File: config.mk
export PLATFORM = sky130hd
export DESIGN_NAME = regfile_wb_arbiter
export DESIGN_NICKNAME = d
export VERILOG_FILES = /design/src/rtl/regfile_pkg.sv /design/src/rtl/regfile_wb_arbiter_rr_arbiter.sv /design/src/rtl/regfile_wb_arbiter.sv
export SDC_FILE = /design/constraint.sdc
export NUM_CORES = 1
export LEC_CHECK = 0
export BUFFER_PORTS_ARGS = -buffer_cell sky130_fd_sc_hd__buf_4
export CELL_PAD_IN_SITES_DETAIL_PLACEMENT = 0
export CELL_PAD_IN_SITES_GLOBAL_PLACEMENT = 2
export CORE_AREA = 2 2 115 117
export CTS_BUF_LIST = sky130_fd_sc_hd__clkbuf_8
export DETAILED_ROUTE_END_ITERATION = 8
export DIE_AREA = 0 0 117 119
export GPL_ROUTABILITY_DRIVEN = 0
export GPL_TIMING_DRIVEN = 0
export PLACE_DENSITY = 0.95
export SLEW_MARGIN = 15
export SYNTH_ARGS = -nofsm -noshare
export SYNTH_HDL_FRONTEND = slang
export SYNTH_HIERARCHICAL = 1
export SYNTH_SLANG_ARGS = --single-unit
export TNS_END_PERCENT = 100
File: constraint.sdc
create_clock -name clk -period 3.12 [get_ports clk]
set_clock_uncertainty 0.1 [all_clocks]
set_input_delay 0.624 -clock clk [delete_from_list [all_inputs] [get_ports clk]]
set_output_delay 0.624 -clock clk [all_outputs]
set_load 0.02 [all_outputs]
File: src/rtl/regfile_pkg.sv
// Shared constants, pointer type and round-robin helper for the register file writeback slice.
package regfile_pkg;

    localparam int REG_ADDR_W = 5;
    localparam int REG_DATA_W = 32;
    localparam int REG_COUNT  = 32;
    localparam logic [REG_ADDR_W-1:0] REG_ZERO = 5'd0;

    // Wide enough for up to four requesters.
    typedef logic [1:0] ptr_t;

    function automatic ptr_t rr_next(input ptr_t ptr, input int n);
        if (int'(ptr) >= n - 1) begin
            return '0;
        end
        return ptr + 2'd1;
    endfunction

endpackage

File: src/rtl/regfile_wb_arbiter_rr_arbiter.sv
// Combinational round-robin arbiter: the first requester at or after ptr (wrapping) gets a one-hot grant.
import regfile_pkg::*;

module rr_arbiter #(
    parameter int N = 2
) (
    input  logic [N-1:0] req,
    input  ptr_t         ptr,
    output logic [N-1:0] gnt
);

    logic found;

    always_comb begin
        gnt   = '0;
        found = 1'b0;
        for (int k = 0; k < N; k++) begin
            for (int j = 0; j < N; j++) begin
                if (!found && (j == (int'(ptr) + k) % N) && req[j]) begin
                    gnt[j] = 1'b1;
                    found  = 1'b1;
                end
            end
        end
    end

endmodule

File: src/rtl/regfile_wb_arbiter.sv
// Shares the register file write port between NUM_REQ writeback sources and tracks pending writes.
// Define REGFILE_BYPASS_EN to add same-cycle forwarding outputs from the write stage.
import regfile_pkg::*;

module regfile_wb_arbiter #(
    parameter int NUM_REQ = 2,
    parameter int DATA_W  = REG_DATA_W,
    parameter int ADDR_W  = REG_ADDR_W
) (
    input  logic                      clk,
    input  logic                      rst,
    input  logic [NUM_REQ-1:0]        req_valid,
    output logic [NUM_REQ-1:0]        req_ready,
    input  logic [NUM_REQ*ADDR_W-1:0] req_addr,
    input  logic [NUM_REQ*DATA_W-1:0] req_data,
    input  logic                      issue_valid,
    input  logic [ADDR_W-1:0]         issue_rd,
    input  logic [ADDR_W-1:0]         rs1_addr,
    input  logic [ADDR_W-1:0]         rs2_addr,
    output logic                      rs1_busy,
    output logic                      rs2_busy,
`ifdef REGFILE_BYPASS_EN
    output logic                      rs1_fwd_valid,
    output logic [DATA_W-1:0]         rs1_fwd_data,
    output logic                      rs2_fwd_valid,
    output logic [DATA_W-1:0]         rs2_fwd_data,
`endif
    output logic                      wb_en,
    output logic [ADDR_W-1:0]         wb_addr,
    output logic [DATA_W-1:0]         wb_data
);

    ptr_t                 ptr;
    logic [NUM_REQ-1:0]   gnt;
    logic                 xfer;
    ptr_t                 grant_idx;
    logic [ADDR_W-1:0]    grant_addr;
    logic [DATA_W-1:0]    grant_data;
    logic [REG_COUNT-1:0] busy;
    logic [REG_COUNT-1:0] busy_next;

    rr_arbiter #(.N(NUM_REQ)) u_arb (
        .req (req_valid),
        .ptr (ptr),
        .gnt (gnt)
    );

    assign req_ready = rst ? '0 : gnt;

    always_comb begin
        xfer       = |req_ready;
        grant_idx  = '0;
        grant_addr = '0;
        grant_data = '0;
        for (int i = 0; i < NUM_REQ; i++) begin
            if (req_ready[i]) begin
                grant_idx  = ptr_t'(i);
                grant_addr = req_addr[i*ADDR_W +: ADDR_W];
                grant_data = req_data[i*DATA_W +: DATA_W];
            end
        end
    end

    // A new issue to the same register overrides the clear from an older producer's writeback.
    always_comb begin
        busy_next = busy;
        if (xfer) begin
            busy_next[grant_addr] = 1'b0;
        end
        if (issue_valid) begin
            busy_next[issue_rd] = 1'b1;
        end
        busy_next[0] = 1'b0;
    end

    always_ff @(posedge clk) begin
        if (rst) begin
            ptr     <= '0;
            wb_en   <= 1'b0;
            wb_addr <= '0;
            wb_data <= '0;
            busy    <= '0;
        end else begin
            busy <= busy_next;
            if (xfer) begin
                ptr     <= rr_next(grant_idx, NUM_REQ);
                wb_en   <= (grant_addr != REG_ZERO);
                wb_addr <= grant_addr;
                wb_data <= grant_data;
            end else begin
                wb_en <= 1'b0;
            end
        end
    end

    assign rs1_busy = busy[rs1_addr];
    assign rs2_busy = busy[rs2_addr];

`ifdef REGFILE_BYPASS_EN
    assign rs1_fwd_valid = wb_en && (wb_addr == rs1_addr) && (rs1_addr != REG_ZERO);
    assign rs1_fwd_data  = wb_data;
    assign rs2_fwd_valid = wb_en && (wb_addr == rs2_addr) && (rs2_addr != REG_ZERO);
    assign rs2_fwd_data  = wb_data;
`endif

endmodule
==> impl_summary.log, run 1 <==
INFO  metric outcome = finished clean
INFO  metric seq_area = between 0.001 and 0.0015 mm2
INFO  metric critPathArrivalTime = 2.15 ns
INFO  metric final_area = 0.00525 mm2
INFO  metric syn_area = around 0.0038 mm2
INFO  metric grt_overflow_total = 0
INFO  metric finish.cell_count_without_fillers = 780
INFO  metric yosysWarningCount = 6
INFO  metric first_global_vias = between 3000 and 4000
INFO  metric cellLeakagePower = 2.26 nW
INFO  metric totalNegativeSetupSlack = 0 ns
INFO  metric drt_first_iter_violations = 139
INFO  metric worst_vdd_rail_ir_drop = 243 uV
INFO  metric cp_max_fo = 19
INFO  metric max-cap-violations = 0
INFO  metric design.core.area = roughly 0.013 mm2
INFO  metric layout-drive-gt1-share = 0.285
INFO  metric tritoncts_clock_tree = done
INFO  metric final_core_utilization = 0.408
INFO  metric multiInputGateArea = approximately 0.0023 mm2
INFO  metric worstSkewPairLatency = around 0.35 ns
INFO  metric postCtsSetupRepairBufs = 0
INFO  metric postCtsResizedCells = 0
INFO  metric worst_r2r_path_depth = 8
INFO  metric clk_path_buf_depth = 2
INFO  metric rsz0062_at_grt = false
INFO  metric layout_min_cycle_time = 2.87 ns
INFO  metric setup_viol = 0
INFO  metric htree_num_levels = 3
INFO  metric totalWireLength = 12.5 mm
INFO  metric global_route_wire_length_before_repair = 20.0 mm
INFO  metric die_w = 117 um
INFO  metric global_route_total_usage_across_every_layer = 0.182
INFO  metric critical_path.startpoint_type = input pin
INFO  metric timing.slew.headroom = 0.626
INFO  metric timing.setup.critical_path_class = input pin to output port
INFO  metric cts.reportedPaths.clkPinSlew = around 0.080 ns
INFO  metric fin_nets = 693
INFO  metric fp.dieArea = 0.0139 mm2
INFO  metric wl_per_cell = approximately 16 um
INFO  metric avgViaCountPerCell = about 5.0
INFO  metric post_synthesis_cell_count = 458
INFO  metric cts_hold_buf = 0
INFO  metric synthesis.nets = 552
INFO  metric antenna_cells = 0
INFO  metric holdCritPathClass = flip-flop to flip-flop
INFO  metric fin_crit_sh = 0.921
INFO  metric dpl-instance-area = 0.00504 mm2
INFO  metric grt_start_max_net_pins = 20
INFO  metric die_h = between 100 and 150 um
INFO  metric ioPinCount = between 100 and 150
INFO  metric vias = 3924
INFO  metric antenna_violations_before_repair = 0
INFO  metric required_time_of_the_critical_path = about 2.4 ns
INFO  metric initial_drt_pass_iterations = 4
INFO  metric num_rows = 42
INFO  metric tritoncts.num_buffers = 9
INFO  metric worstSetupEndpointType = output port
INFO  metric fillers = about 1300
INFO  metric ant_nets = 0
INFO  metric clock-root-buffer = sky130_fd_sc_hd__clkbuf_8
INFO  metric detailed_place_hpwl = 9.80 mm
INFO  metric achievable-frequency = 348 MHz
INFO  metric syn_avg_cell_area = approximately 8.4 um2
INFO  metric timing.final.max_slew_violations = 0
INFO  metric worstSetupEndpoint = req_ready[1]
INFO  metric area_growth_syn_to_layout = 36.9%
INFO  metric cts_sinks = 70
INFO  metric crit_start = req_valid[0]
INFO  metric numPortBuffers = 131
INFO  metric regToRegStartpoint = ptr[0]$_SDFFE_PP0N_
INFO  metric placedCellCount = roughly 770
INFO  metric tightest_slew = 0.561 ns
INFO  metric timing.final.hold_violations = 0
INFO  metric power_density = roughly 440 mW/mm2
INFO  metric timing.rr.end = wb_data[13]$_SDFFE_PP0N_
INFO  metric detail_route.drc_violations = 0
INFO  metric initial_utilization = 0.298
INFO  metric reg2reg_setup_slack = 0.69 ns
worst min-delay path by stage:
| stage | from | endpoint | slack (ns) | cells after the start |
|---|---|---|---|---|
| final | wb_addr[0]$_SDFFE_PP0N_ | wb_addr[0]$_SDFFE_PP0N_ | 0.38 | 2 |
| after detailed placement | wb_addr[0]$_SDFFE_PP0N_ | wb_addr[0]$_SDFFE_PP0N_ | 0.36 | 2 |
| after CTS | req_data[60] | wb_data[28]$_SDFFE_PP0N_ | 0.37 | 3 |
| after floorplan | busy[2]$_SDFF_PP0_ | busy[2]$_SDFF_PP0_ | 0.36 | 2 |
| after global placement | wb_addr[0]$_SDFFE_PP0N_ | wb_addr[0]$_SDFFE_PP0N_ | 0.37 | 2 |
| after global routing | req_data[61] | wb_data[29]$_SDFFE_PP0N_ | 0.38 | 3 |
routing by layer:
layer,global-route usage,vias to the layer above,share of wire
met5,0,-,0
met4,0.0610,0,0.012
met3,0.0636,15,0.089
met2,0.305,137,0.48
met1,0.216,1830,0.42
li1,-,1942,-
report_power, final:
part	total (W)	switching, W	internal [W]
Clock	0.000811	0.000365	0.000446
Sequential	0.000967	0.0000282	0.000938
Combinational	0.000515	0.000277	0.000238
Total	0.00229	0.000670	0.00162
cell type report:
class | instances | area share
Inverter | 4 | 0.00286
Clock inverter | 7 | 0.0172
Tap cell | 176 | 0.0420
Buffer | 36 | 0.0298
Clock buffer | 9 | 0.0236
Multi-Input combinational cell | 347 | 0.430
Timing Repair Buffer | 131 | 0.187
Sequential cell | 70 | 0.267
worst max-delay path, stage by stage:
cell,delay (ns)
sky130_fd_sc_hd__buf_4,0.11
sky130_fd_sc_hd__a21boi_1,0.44
sky130_fd_sc_hd__buf_2,0.28
sky130_fd_sc_hd__buf_2,0.34
sky130_fd_sc_hd__nor2b_1,0.18
sky130_fd_sc_hd__buf_4,0.15
through the flow:
stage,setup slack [ns],hold WS (ns),total power (W)
final,0.245,0.376,0.00229
after global placement,-0.0544,0.372,0.00150
after detailed placement,-0.0996,0.364,0.00150
after floorplan,0.379,0.363,0.00127
after CTS,0.198,0.373,0.00232
after global routing,0.0129,0.385,0.00240
flip-flops by register name, summed over array words and instances, names as in the netlist:
signal and cells:
busy 31, ptr 1, wb_addr 5, wb_data 32, wb_en 1
layout by cell type, fill, tap and decap left out, types with 3 or more instances in the layout:
cell,count
sky130_fd_sc_hd__buf_1,5
sky130_fd_sc_hd__nor2_1,81
sky130_fd_sc_hd__nor3b_1,4
sky130_fd_sc_hd__dfxtp_1,70
sky130_fd_sc_hd__nor2b_1,20
sky130_fd_sc_hd__and3b_1,4
sky130_fd_sc_hd__a31oi_1,5
sky130_fd_sc_hd__o21ai_0,3
sky130_fd_sc_hd__inv_1,4
sky130_fd_sc_hd__nor4_1,4
sky130_fd_sc_hd__nand4b_1,3
sky130_fd_sc_hd__mux2_2,3
sky130_fd_sc_hd__a21oi_1,42
sky130_fd_sc_hd__mux2i_1,50
sky130_fd_sc_hd__o21a_1,3
sky130_fd_sc_hd__buf_4,132
sky130_fd_sc_hd__clkbuf_8,9
sky130_fd_sc_hd__buf_2,14
sky130_fd_sc_hd__a32o_1,27
sky130_fd_sc_hd__nand3_1,13
sky130_fd_sc_hd__nand4_1,3
sky130_fd_sc_hd__nand2b_1,3
sky130_fd_sc_hd__and2_1,6
sky130_fd_sc_hd__a221oi_1,6
sky130_fd_sc_hd__nand2_1,34
sky130_fd_sc_hd__a2111oi_0,8
sky130_fd_sc_hd__nor3_1,3
sky130_fd_sc_hd__clkbuf_1,16
No activity file was read; power rests on OpenSTA's default activity.
==> run 2: changes to the inputs <==
- CORE_AREA: 2 2 115 117 -> 2 2 119 121
- DIE_AREA: 0 0 117 119 -> 0 0 121 123
- PLACE_DENSITY: 0.95 -> 0.91
- clock period: 3.12 -> 2.72 ns (I/O delays scaled with it)
==> run 2 against run 1 <==
  * Hold slack worse by 0.065 ns
  * Final cell count up 0.51%
  * Largest cell class unchanged
  * Clock power up 22%
  * Wire length up 2.4%
  * Via count up 1.1%
  * First-iteration DRC count up 56%
  * Sequential cell count unchanged
  * Non-clock buffer count unchanged
  * Clock-buffer cell count up 2
  * Critical endpoint is now rs1_busy
  * Register-to-register slack worse by 0.14 ns
==> impl_summary.log, run 2 (synthesis results as in run 1) <==
INFO  metric cellLeakagePower = 2.27 nW (was 2.26 nW)
INFO  metric initial_drt_pass_iterations = 4 (unchanged)
INFO  metric global_route_wire_length_before_repair = 20.3 mm (was 20.0 mm)
INFO  metric cts.reportedPaths.clkPinSlew = 0.08 ns (about the same)
INFO  metric hold_path.startpoint = req_data[33] (was wb_addr[0]$_SDFFE_PP0N_)
INFO  metric num_rows = 43 (was 42)
INFO  metric placedCellCount = 769 (was 765)
INFO  metric detail_route.drc_violations = 0 (unchanged)
INFO  metric vias = 3967 (was 3924)
INFO  metric wl_per_cell = 16.4 um (was 16.1 um)
INFO  metric layout-drive-gt1-share = 0.291 (was 0.285)
INFO  metric postCtsSetupRepairBufs = 0 (unchanged)
INFO  metric die_h = 123 um (was 119 um)
INFO  metric die_w = 121 um (was 117 um)
INFO  metric crit_top_cell = sky130_fd_sc_hd__buf_4
INFO  metric reg2reg_setup_slack = 0.55 ns (was 0.69 ns)
INFO  metric timing.setup.critical_path_class = input pin to output port (unchanged)
INFO  metric power.share.clock = 0.366 (was 0.354)
INFO  metric ioPinCount = 136 (unchanged)
INFO  metric cts_sinks = 70 (unchanged)
INFO  metric critical-path-top-delay-family = compound AO/OA/AOI/OAI gates (was buffers and inverters)
INFO  metric worstSetupEndpointType = output port (unchanged)
INFO  metric critical-path-max-stage-delay = 0.49 ns (was 0.44 ns)
INFO  metric grt_overflow_total = 0 (unchanged)
INFO  metric timing.final.max_slew_violations = 0 (unchanged)
INFO  metric holdCritPathClass = input pin to flip-flop (was flip-flop to flip-flop)
INFO  metric power.total = 0.00269 W (was 0.00229 W)
INFO  metric p_comb_frac = 0.222 (was 0.225)
INFO  metric global_route_total_usage_across_every_layer = 0.174 (was 0.182)
INFO  metric final_common_cell = sky130_fd_sc_hd__buf_4 (unchanged)
INFO  metric detailed_place_hpwl = 9.89 mm (was 9.80 mm)
INFO  metric clk_path_buf_depth = 2 (unchanged)
INFO  metric critical_path.startpoint_type = input pin (unchanged)
INFO  metric largestRegisters = wb_data (32), busy (31), wb_addr (5) (unchanged)
INFO  metric grt_start_max_net_pins = 20 (unchanged)
INFO  metric final_core_utilization = 0.388 (was 0.408)
INFO  metric outcome = finished clean (unchanged)
INFO  metric finish.cell_count_without_fillers = 784 (was 780)
INFO  metric fin_crit_sh = 0.952
INFO  metric drt_first_iter_violations = 217 (was 139)
INFO  metric timing.rr.end = wb_data[16]$_SDFFE_PP0N_ (was wb_data[13]$_SDFFE_PP0N_)
INFO  metric worstSkewPairLatency = 0.35 ns (about the same)
INFO  metric min_path_cells = 3 (was 2)
INFO  metric antenna_violations_before_repair = 0 (unchanged)
INFO  metric p_seq_frac = 0.411 (was 0.422)
INFO  metric initial_utilization = 0.282 (was 0.298)
INFO  metric cp_max_fo = 10 (was 19)
INFO  metric required_time_of_the_critical_path = 2.08 ns (was 2.40 ns)
INFO  metric p_sw = 0.000776 W (was 0.000670 W)
INFO  metric worst_vdd_rail_ir_drop = 232 uV (was 243 uV)
INFO  metric worst_r2r_path_depth = 8 (unchanged)
INFO  metric setup_viol = 0 (unchanged)
INFO  metric first_global_vias = 4028 (was 3967)
INFO  metric totalWireLength = 12.8 mm (was 12.5 mm)
INFO  metric avgViaCountPerCell = 5.06 (was 5.03)
INFO  metric fin_nets = 693 (unchanged)
INFO  metric mostFrequentLayoutCells = sky130_fd_sc_hd__buf_4, sky130_fd_sc_hd__nor2_1, sky130_fd_sc_hd__dfxtp_1, sky130_fd_sc_hd__mux2i_1, sky130_fd_sc_hd__a21oi_1 (unchanged)
INFO  metric max-cap-violations = 0 (unchanged)
INFO  metric critical_path.cell_chain = buf_4, clkbuf_1, a2111oi_0, nor3b_1, a31oi_1, nand3_1, buf_4 (was buf_4, a21boi_1, buf_2, buf_2, nor2b_1, buf_4)
INFO  metric tightest_slew = 0.609 ns (was 0.561 ns)
INFO  metric sw_frac_of_total = 0.288 (was 0.292)
INFO  metric power_density = 509 mW/mm2 (was 437 mW/mm2)
INFO  metric tritoncts.num_buffers = 9 (unchanged)
INFO  metric antenna_cells = 0 (unchanged)
INFO  metric design.core.area = 0.0136 mm2 (was 0.0129 mm2)
INFO  metric timing.slew.headroom = 0.593 (was 0.626)
INFO  metric ant_nets = 0 (unchanged)
INFO  metric critical-path-slowest-cell = sky130_fd_sc_hd__a2111oi_0 (was sky130_fd_sc_hd__a21boi_1)
INFO  metric rsz0062_at_grt = false (unchanged)
INFO  metric htree_num_levels = 3 (unchanged)
INFO  metric count_of_cell_instances_traversed_by_the_critical_path = 7 (was 6)
INFO  metric critPathBufInv = 3 (was 4)
INFO  metric clock-root-buffer = sky130_fd_sc_hd__clkbuf_8 (unchanged)
INFO  metric setup_slack = 0.131 ns (was 0.245 ns)
INFO  metric critPathArrivalTime = 1.94 ns (was 2.15 ns)
INFO  metric detailedPlace.worstSlack = -0.346 ns (was -0.0996 ns)
INFO  metric achievable-frequency = between 300 and 400 MHz
INFO  metric regToRegStartpoint = ptr[0]$_SDFFE_PP0N_ (unchanged)
INFO  metric tritoncts_clock_tree = done (unchanged)
INFO  metric area_growth_syn_to_layout = 37.9% (was 36.9%)
INFO  metric largest_register_ffs = 32 (unchanged)
INFO  metric p_int = 0.00192 W (was 0.00162 W)
INFO  metric timing.final.hold_violations = 0 (unchanged)
INFO  metric layout_min_cycle_time = 2.59 ns
INFO  metric numPortBuffers = 131 (unchanged)
INFO  metric min_delay_worst_endpoint = wb_data[1]$_SDFFE_PP0N_ (was wb_addr[0]$_SDFFE_PP0N_)
INFO  metric fp.dieArea = 0.0149 mm2 (was 0.0139 mm2)
INFO  metric most_flops_register = wb_data (unchanged)
-- run 2: cell type report --
type	instances	area (um2)
Buffer	36	161
Clock buffer	11	151
Clock inverter	5	81.3
Fill cell	1411	8320
Inverter	4	15.0
Multi-Input combinational cell	347	2270
Sequential cell	70	1400
Tap cell	180	225
Timing Repair Buffer	131	983
-- run 2: worst max-delay path by stage --
stage	end	from	slack [ns]
6_report	rs1_busy	rs1_addr[1]	0.13
5_1_grt	rs1_busy	rs1_addr[1]	0.02
4_1_cts	rs1_busy	rs1_addr[0]	0.03
3_5_place_dp	req_ready[1]	req_valid[0]	-0.35
3_3_place_gp	req_ready[1]	req_valid[0]	-0.34
2_1_floorplan	req_ready[1]	req_valid[1]	0.14
-- run 2: repair_timing --
item / 4_1_cts / 5_1_grt
resized for setup: 1 / 6
endpoints found under the setup margin: 1 / 3
hold buffers: 0 / 0
-- run 2: routing by layer --
metal | vias up | routed length [um] | track usage
met5 | - | 0 | 0
met3 | 13 | 1010 | 0.0503
met2 | 143 | 6060 | 0.300
met4 | 0 | 190 | 0.0669
met1 | 1867 | 5580 | 0.204
li1 | 1944 | - | -
-- run 2: power groups by stage --
stage	clock network (W)	registers, W	logic, W
floorplan	0	0.00118	0.000278
CTS	0.00101	0.00111	0.000600
global route	0.00105	0.00111	0.000651
detailed placement	0	0.00113	0.000598
global placement	0	0.00113	0.000589
finish	0.000987	0.00111	0.000599
-- run 2: worst reg2reg max path: stages (launching register included) --
cell and delay, ns:
sky130_fd_sc_hd__dfxtp_1 0.35, sky130_fd_sc_hd__inv_1 0.08, sky130_fd_sc_hd__a21boi_4 0.21, sky130_fd_sc_hd__buf_2 0.23, sky130_fd_sc_hd__clkbuf_4 0.30, sky130_fd_sc_hd__buf_1 0.48
sky130_fd_sc_hd__nor2_1 0.10, sky130_fd_sc_hd__a21oi_1 0.14, sky130_fd_sc_hd__nor2_1 0.05
-- run 2: per-stage QoR --
stage | instance area [um2] | hold WS, ns | TNS [ns]
floorplan | 3830 | 0.363 | 0
global placement | 5040 | 0.349 | -0.343
detailed placement | 5040 | 0.351 | -0.346
CTS | 5280 | 0.293 | 0
global route | 5290 | 0.308 | 0
finish | 5290 | 0.311 | 0
